File: src/rtl/bf16_norm_pkg.sv
// Shared types and constants for the BFloat16 normalisation arbiter.
package bf16_norm_pkg;

  localparam int unsigned M_W   = 16;
  localparam int unsigned E_W   = 8;
  localparam int unsigned CNT_W = $clog2(M_W + 1);

  typedef struct packed {
    logic             sign;
    logic [E_W-1:0]   exp;
    logic [M_W-1:0]   man;
  } norm_req_t;

  typedef struct packed {
    norm_req_t        val;
    logic             uflow;
    logic             id;
  } norm_res_t;

  // Two-way round-robin pick: a lone requester always wins; on a tie the
  // requester that was not granted last wins.
  function automatic logic [1:0] rr_pick(input logic [1:0] valid, input logic last_id);
    logic [1:0] g;
    g = '0;
    unique case (valid)
      2'b01:   g = 2'b01;
      2'b10:   g = 2'b10;
      2'b11:   g = last_id ? 2'b01 : 2'b10;
      default: g = '0;
    endcase
    return g;
  endfunction

endpackage

File: src/rtl/bf16_norm_arbiter_lzc.sv
// Tree leading-zero counter. Result is W when the input is all zero.
module lzc #(
  parameter  int unsigned W     = 16,
  localparam int unsigned CNT_W = $clog2(W + 1)
) (
  input  logic [W-1:0]     d_i,
  output logic [CNT_W-1:0] cnt_o
);

  // Heap-ordered binary tree: node n has children 2n and 2n+1, leaves at
  // W..2W-1 with leaf W holding the MSB. A node's count is its left child's
  // count, or the left child's size plus the right child's count when the
  // left half is entirely zero.
  function automatic logic [CNT_W-1:0] lzc_tree(input logic [W-1:0] d);
    logic             z  [2*W];
    logic [CNT_W-1:0] c  [2*W];
    logic [CNT_W-1:0] sz [2*W];
    z[0]  = 1'b0;
    c[0]  = '0;
    sz[0] = '0;
    for (int unsigned j = 0; j < W; j++) begin
      z[W+j]  = ~d[W-1-j];
      c[W+j]  = z[W+j] ? CNT_W'(1) : '0;
      sz[W+j] = CNT_W'(1);
    end
    for (int unsigned n = W - 1; n >= 1; n--) begin
      z[n]  = z[2*n] & z[2*n+1];
      c[n]  = z[2*n] ? (sz[2*n] + c[2*n+1]) : c[2*n];
      sz[n] = sz[2*n] + sz[2*n+1];
    end
    return c[1];
  endfunction

  // Count is purely combinational on the input vector.
  always_comb begin
    cnt_o = lzc_tree(d_i);
  end

endmodule

File: src/rtl/bf16_norm_arbiter.sv
// Shared normalisation unit: round-robin arbiter between adder (0) and
// multiplier (1), LZC in S1, left shift and exponent adjust in S2.
module bf16_norm_arbiter #(
  parameter int unsigned M_W = bf16_norm_pkg::M_W,
  parameter int unsigned E_W = bf16_norm_pkg::E_W
) (
  input  logic             clk,
  input  logic             reset,
  input  logic [1:0]       req_valid_i,
  output logic [1:0]       req_ready_o,
  input  logic [1:0]       req_sign_i,
  input  logic [2*E_W-1:0] req_exp_i,
  input  logic [2*M_W-1:0] req_man_i,
  output logic             out_valid_o,
  input  logic             out_ready_i,
  output logic             out_id_o,
  output logic             out_sign_o,
  output logic [E_W-1:0]   out_exp_o,
  output logic [M_W-1:0]   out_man_o,
  output logic             out_uflow_o
);

  import bf16_norm_pkg::*;

  localparam int unsigned CNT_W = $clog2(M_W + 1);
  localparam int unsigned CMP_W = (E_W > CNT_W) ? E_W : CNT_W;

  logic             adv1, adv2, hs;
  logic [1:0]       grant;
  logic             gnt_id;
  logic             mux_sign;
  logic [E_W-1:0]   mux_exp;
  logic [M_W-1:0]   mux_man;
  logic [CNT_W-1:0] mux_cnt;

  logic             last_q, last_d;

  logic             s1_valid_q, s1_valid_d;
  logic             s1_id_q,    s1_id_d;
  logic             s1_sign_q,  s1_sign_d;
  logic [E_W-1:0]   s1_exp_q,   s1_exp_d;
  logic [M_W-1:0]   s1_man_q,   s1_man_d;
  logic [CNT_W-1:0] s1_cnt_q,   s1_cnt_d;

  logic             out_valid_q, out_valid_d;
  logic             out_id_q,    out_id_d;
  logic             out_sign_q,  out_sign_d;
  logic [E_W-1:0]   out_exp_q,   out_exp_d;
  logic [M_W-1:0]   out_man_q,   out_man_d;
  logic             out_uflow_q, out_uflow_d;

  assign adv2 = ~out_valid_q | out_ready_i;
  assign adv1 = ~s1_valid_q | adv2;

  // Grant, ready and the input mux feeding the single LZC.
  always_comb begin
    grant       = rr_pick(req_valid_i, last_q);
    req_ready_o = (adv1 && !reset) ? grant : '0;
    hs          = |req_ready_o;
    gnt_id      = grant[1];
    mux_sign    = req_sign_i[gnt_id];
    mux_exp     = req_exp_i[gnt_id*E_W +: E_W];
    mux_man     = req_man_i[gnt_id*M_W +: M_W];
  end

  lzc #(
    .W (M_W)
  ) u_lzc (
    .d_i   (mux_man),
    .cnt_o (mux_cnt)
  );

  // S1 next state: capture on handshake, drain to empty when advancing idle.
  always_comb begin
    s1_valid_d = s1_valid_q;
    s1_id_d    = s1_id_q;
    s1_sign_d  = s1_sign_q;
    s1_exp_d   = s1_exp_q;
    s1_man_d   = s1_man_q;
    s1_cnt_d   = s1_cnt_q;
    last_d     = last_q;
    if (adv1) begin
      s1_valid_d = hs;
      if (hs) begin
        s1_id_d   = gnt_id;
        s1_sign_d = mux_sign;
        s1_exp_d  = mux_exp;
        s1_man_d  = mux_man;
        s1_cnt_d  = mux_cnt;
        last_d    = gnt_id;
      end
    end
  end

  // S1 and round-robin pointer registers; pointer resets to 1 so 0 wins first.
  always_ff @(posedge clk) begin
    if (reset) begin
      s1_valid_q <= 1'b0;
      s1_id_q    <= 1'b0;
      s1_sign_q  <= 1'b0;
      s1_exp_q   <= '0;
      s1_man_q   <= '0;
      s1_cnt_q   <= '0;
      last_q     <= 1'b1;
    end else begin
      s1_valid_q <= s1_valid_d;
      s1_id_q    <= s1_id_d;
      s1_sign_q  <= s1_sign_d;
      s1_exp_q   <= s1_exp_d;
      s1_man_q   <= s1_man_d;
      s1_cnt_q   <= s1_cnt_d;
      last_q     <= last_d;
    end
  end

  // S2 next state: zero / underflow flush / shift-and-adjust; hold otherwise.
  always_comb begin
    out_valid_d = out_valid_q;
    out_id_d    = out_id_q;
    out_sign_d  = out_sign_q;
    out_exp_d   = out_exp_q;
    out_man_d   = out_man_q;
    out_uflow_d = out_uflow_q;
    if (adv2) begin
      out_valid_d = s1_valid_q;
      if (s1_valid_q) begin
        out_id_d   = s1_id_q;
        out_sign_d = s1_sign_q;
        if (s1_cnt_q == CNT_W'(M_W)) begin
          out_exp_d   = '0;
          out_man_d   = '0;
          out_uflow_d = 1'b0;
        end else if (CMP_W'(s1_exp_q) <= CMP_W'(s1_cnt_q)) begin
          out_exp_d   = '0;
          out_man_d   = '0;
          out_uflow_d = 1'b1;
        end else begin
          out_exp_d   = s1_exp_q - E_W'(s1_cnt_q);
          out_man_d   = s1_man_q << s1_cnt_q;
          out_uflow_d = 1'b0;
        end
      end
    end
  end

  // Output register stage.
  always_ff @(posedge clk) begin
    if (reset) begin
      out_valid_q <= 1'b0;
      out_id_q    <= 1'b0;
      out_sign_q  <= 1'b0;
      out_exp_q   <= '0;
      out_man_q   <= '0;
      out_uflow_q <= 1'b0;
    end else begin
      out_valid_q <= out_valid_d;
      out_id_q    <= out_id_d;
      out_sign_q  <= out_sign_d;
      out_exp_q   <= out_exp_d;
      out_man_q   <= out_man_d;
      out_uflow_q <= out_uflow_d;
    end
  end

  assign out_valid_o = out_valid_q;
  assign out_id_o    = out_id_q;
  assign out_sign_o  = out_sign_q;
  assign out_exp_o   = out_exp_q;
  assign out_man_o   = out_man_q;
  assign out_uflow_o = out_uflow_q;

endmodule
File: config.mk
export PLATFORM = sky130hd
export DESIGN_NAME = bf16_norm_arbiter
export DESIGN_NICKNAME = d
export VERILOG_FILES = /design/src/rtl/bf16_norm_pkg.sv /design/src/rtl/bf16_norm_arbiter_lzc.sv /design/src/rtl/bf16_norm_arbiter.sv
export SDC_FILE = /design/constraint.sdc
export NUM_CORES = 1
export LEC_CHECK = 0
export CORE_MARGIN = 5
export CORE_UTILIZATION = 65
export CTS_BUF_LIST = sky130_fd_sc_hd__clkbuf_8
export DETAILED_ROUTE_END_ITERATION = 8
export DONT_BUFFER_PORTS = 1
export PLACE_DENSITY = 0.87
export REMOVE_ABC_BUFFERS = 1
export SETUP_SLACK_MARGIN = 0.5
export SYNTH_ARGS = -nofsm -noshare
export SYNTH_HDL_FRONTEND = slang
export SYNTH_SLANG_ARGS = --single-unit
File: constraint.sdc
create_clock -name clk -period 3.36 [get_ports clk]
set_input_delay 0.672 -clock clk [delete_from_list [all_inputs] [get_ports clk]]
set_output_delay 0.672 -clock clk [all_outputs]
set_load 0.1 [all_outputs]
# Word-level counts from Yosys, hierarchy flattened
# Cells that the tools add are included.
# totals
ff_bits	61
out_inout_bits	30
inputBits	55
elab_cells	106
# op_classes
bitwise	29
n_addsub	16
n_eq_ne	4
muxes	34
magnitude_cmp	2
shift	3
reduce_logical	5
# ops
operator	count
5-bit two-way mux	15
1-bit by 5-bit adder with 5-bit output, first input constant	8
16-bit two-way mux	2
32-bit by 6-bit variable part select with 16-bit output	1
2-bit by 5-bit adder with 5-bit output, first input constant	4
8-bit two-way mux	2
1-bit inverter	16
16-bit by 5-bit variable part select with 8-bit output	1
16-bit by 5-bit left shift with 16-bit output	1
1-bit two-way mux	12
1-bit AND	11
3-bit by 5-bit adder with 5-bit output, first input constant	2
8-bit by 5-bit <= comparator with 1-bit output	1
8-bit by 5-bit subtractor with 8-bit output	1
2-bit case mux with 3 select lines	1
4-bit by 5-bit adder with 5-bit output, first input constant	1
5-bit == test, second input constant	1
2-bit == test, second input constant	2
2-bit two-way mux	2
2-bit AND reduction	2
2-bit by 1-bit == test with 1-bit output, second input constant	1
1-bit by 2-bit less-than comparator with 1-bit output, second input constant	1
1-bit bitwise OR	2
2-bit OR reduction	1
2 further kinds	2

# Depth between registers and ports, before layout
# logic_depth
depth_word	12
depth_mapped	11
ltp_nobuf	10

# By module
# A second synthesis with hierarchy kept.
# unflattened
cells_unflattened	411
area_unflattened_um2	3667.3
# modules_own_cells
mod	area_each_um2	seq_area_each_um2	cells_per_inst	n_inst
bf16_norm_arbiter	3448.3	1221.2	381	1
lzc	219.0	0.0	30	1

# Least setup slack after synthesis
# OpenSTA, ideal clock, no wires.
# synth_path
kind	input-to-output
startpoint	input port req_valid_i[1]
endpoint	output port req_ready_o[1]
path_stages	5
required_time_ps	2688
n_path_buf	2
t_arrival_ps	2261
slack_ps	427
path_cell_list	a21boi_1 -> buf_2 -> buf_1 -> nand2_1 -> inv_1
# synth_between
elab_chain_len	3
elab_cells_between_ends	5
cone_classes	eq/ne (3); mux (2)
# synth_rtl
element	line	source
from (decl)	bf16_norm_arbiter.sv:9	input logic [1:0] req_valid_i,
2-bit == test / 2-bit by 1-bit == test with 1-bit output (equally long branches)	bf16_norm_pkg.sv:25	unique case (valid)
2-bit case mux with 3 select lines *	bf16_norm_pkg.sv:25	
2-bit two-way mux *	bf16_norm_arbiter.sv:58	req_ready_o = (adv1 && !reset) ? grant : '0;
to (decl)	bf16_norm_arbiter.sv:10	output logic [1:0] req_ready_o,
# Mark *: on every way between the ends. The rest lies on a longest branch, timed or not.

# Worst setup path after layout
# layout_path
startpoint	register out_valid_q, in the netlist out_valid_o
endpoint	output port req_ready_o[0]
# layout_between
elab_chain_len	5
# layout_rtl
element	line	source
from (decl)	bf16_norm_arbiter.sv:45	logic out_valid_q, out_valid_d;
from (signal assigned)	bf16_norm_arbiter.sv:156	out_valid_q <= out_valid_d;
1-bit inverter	bf16_norm_arbiter.sv:52	assign adv2 = ~out_valid_q | out_ready_i;
1-bit bitwise OR	bf16_norm_arbiter.sv:52	
1-bit bitwise OR	bf16_norm_arbiter.sv:53	assign adv1 = ~s1_valid_q | adv2;
1-bit logical AND	bf16_norm_arbiter.sv:58	
2-bit two-way mux	bf16_norm_arbiter.sv:58	
# No other way between the ends.

==> flow_metrics.py <==
metrics = {
    "power_and_ir_drop": {
        "p_seq_share_pct": 45.3,
        "p_leak_uw": 0.001426,
        "p_int_uw": 1374,
        "power_switching_uw": 644.8,
        "power_frac_comb_pct": 18.1,
        "powerDensity_mw_per_mm2": 530.1,
        "swShare_pct": 31.94,
        "vdd_ir_drop_max_mv": 0.3933,
        "clkPwrFrac_pct": 36.6,
    },
    "route": {
        "drtIter0Drc": 265,
        "drc_errors": 0,
        "drt_wl_total_um": 8965,
        "viasPerCell": 6.384,
        "vias": 3345,
        "wire_per_inst_um": 17.11,
        "postRouteAntennaNets": 0,
        "first_pass_iters": 5,
    },
    "sta": {
        "tightest_slew_ps": 1003,
        "max_freq_mhz": 394.7,
        "fin_worst_skew_ps": 9.565,
        "rsz0062_at_grt": "false",
        "holdWs_ps": 392.0,
        "slew_headroom_pct": 33.06,
        "hold_violations": 0,
        "post-route-min-period_ps": 2533,
        "finalSetupViolCount": 0,
        "final-max-slew-violation-count": 0,
        "period_share_pct": 75.40,
        "setup_tns_ps": 0,
    },
    "critical_path": {
        "path_class": "reg -> out",
        "crit_path_end_kind": "output port",
        "cp_num_buf_inv": 2,
        "crit_top_cell": "buf_4",
        "arrival_ps": 1860,
        "path_cells": "buf_4 -> nor2b_1 -> a21oi_1 -> and3_1 -> buf_4",
        "worstSetupStartpointType": "flip-flop",
        "required_ps": 2690,
        "cp_slowest_stage_delay_ps": 330,
        "cp_top_family": "simple AND/OR/NAND/NOR gates",
        "cp_slowest_cell": "nor2b_1",
        "cp_max_fo": 5,
    },
    "clock_tree": {
        "cts_made_buffers": 9,
        "clock_latency_ps": 340,
        "max-clock-path-buffers": 2,
        "path_clk_slew_ps": 70,
        "cts_tree": "done",
        "clock-root-buffer": "clkbuf_8",
        "cts_resized": 0,
        "htreeDepth": 3,
        "post_cts.repair.setup_buffers": 0,
        "cts.sinks": 61,
        "cts_hold_buf": 0,
    },
    "grt": {
        "grt_usage_pct": 25.93,
        "grt_pass1_vias": 3125,
        "grt_start_max_net_pins": 56,
        "grt_pass1_wl_um": 14900,
        "grt.overflow.total": 0,
        "antenna_found_initial": 0,
    },
    "floorplan": {
        "start_util_pct": 67.76,
        "core_region_area_mm2": 0.005205,
        "fp.dieW_um": 83.67,
        "ioPinCount": 85,
        "die_h_um": 83.67,
        "rows": 26,
        "die_area_mm2": 0.007000,
    },
    "synthesis": {
        "ys_types": 50,
        "ys_ff_latch": 61,
        "synthTopCellsByArea": "dfxtp_1 (35%), nand2_1 (9.2%), nor2_1 (6.4%), a311oi_1 (6.2%), a21oi_1 (4.0%)",
        "async_flop_share_pct": 0,
        "synth-edff-count": 0,
        "seq_area_frac_synth_pct": 34.62,
        "avgSynthCellArea_um2": 7.752,
        "synthCells": 455,
        "synth_top_area_share_pct": 34.62,
        "yosysTopAreaCell": "dfxtp_1",
        "synthFlopType": "dfxtp_1",
        "synthesis.area_mm2": 0.003527,
        "yosys_warnings": 0,
    },
    "finish": {
        "instances_no_fill": 524,
        "drive_gt1_share_pct": 9.912,
        "diodes": 0,
        "fillers": 432,
        "area_growth_pct": 7.981,
        "fin_area_mm2": 0.003809,
        "nets": 510,
    },
    "place": {
        "post-place-cells": 508,
        "placedInstanceArea_mm2": 0.003583,
        "place_congestion": 0.8759,
        "io_buffers": 0,
        "hpwl_um": 6612,
    },
    "min_path": {
        "worstHoldPathType": "in -> reg",
    },
    "outcome": {
        "outcome": "completed",
    },
    "flow_run": {
        "maxCapViolCount": 0,
    },
}
[cell usage after synthesis (all sizes together) (2+ instances only)]
master,count
inv,18
nand4,2
a32o,4
nand2,86
o31ai,3
nand3,8
mux2,5
a22o,9
a21boi,2
a32oi,2
o21bai,2
nor2,60
or4,4
o21a,2
xnor2,3
and3,2
a311oi,25
nor3,13
a22oi,6
mux2i,10
a211oi,5
dfxtp,61
mux4,6
buf,17
a21o,2
nor2b,4
o21ai,23
a21oi,28
ha,5
a31o,2
a221oi,2
nor4,9
clkbuf,13
nand2b,3
[power groups by stage]
stage                     combinational, uW  clock, uW  sequential (uW)
final                                   365        740              914
after global routing                    407        782              919
after CTS                               363        745              913
after detailed placement                359          0              929
after global placement                  351          0              926
after floorplan                         268          0              932
[routing by layer]
metal	wire, um	track usage, %	vias up	share of wire (%)
li1	-	-	1635	-
met1	3942	34.72	1525	44
met2	3938	38.18	164	44
met3	871	9.082	21	9.7
met4	212	10.09	0	2.4
met5	0	0	-	0
[cell usage in the layout, fill, tap and decap left out, types with 5 or more instances in the layout]
cell,netlist,final
nand2_1,86,86
dfxtp_1,61,61
nor2_1,60,60
a21oi_1,28,28
a311oi_1,25,25
o21ai_0,20,20
inv_1,18,19
buf_4,2,13
nor3_1,12,12
clkbuf_8,0,11
mux2i_1,10,10
nor4_1,9,9
a22o_1,9,9
nand3_1,8,8
a22oi_1,6,6
mux4_2,6,6
mux2_2,5,5
ha_1,5,5
[final timing paths]
check	start	endpoint	slack [ps]	cells after the start
worst min-delay path	reset	out_sign_o	390	1
worst min register to register	s1_sign_q	out_sign_o	450	2
worst max-delay path	out_valid_o	req_ready_o[0]	830	5
worst max register to register	s1_exp_q[0]	out_man_o[6]	910	10
[kinds of logic after synthesis]
| kind of cell | after synthesis | synth area share, % |
|---|---|---|
| and+or+nand+nor | 193 | 23.66 |
| AOI/OAI and AO/OA | 122 | 24.44 |
| DFF | 61 | 34.62 |
| buffers and inverters | 48 | 5.676 |
| muxes | 21 | 8.265 |
| adders and majority gates | 6 | 2.341 |
| xor gates and xnor gates | 4 | 0.9934 |
[stage by stage]
step           utilization (%)  setup WS, ps  total power [uW]
6_report                 73.17         826.7              2019
5_1_grt                  73.17         660.5              2107
4_1_cts                  73.17         813.3              2021
3_5_place_dp             68.85         909.1              1288
3_3_place_gp             68.85         962.0              1276
2_1_floorplan                -        -92.33              1200
[state kept, by name, indices dropped and copies added, names as in the netlist]
register,flops
out_valid_o,1
s1_exp_q,8
last_q,1
out_man_o,16
s1_valid_q,1
out_sign_o,1
s1_cnt_q,5
out_id_o,1
s1_id_q,1
out_exp_o,8
s1_sign_q,1
s1_man_q,16
out_uflow_o,1
[area by class of cell]
type                       instances  area [um2]  area share (%)
clock buffer                      11       151.4           3.975
timing repair buffer              13       97.59           2.562
tap                               70       87.58           2.300
sequential                        61        1221           32.06
clock inverter                     5       73.82           1.938
inverter                          18       67.56           1.774
multi-input combinational        346        2110           55.39
Power figures use the tool's default switching activity.
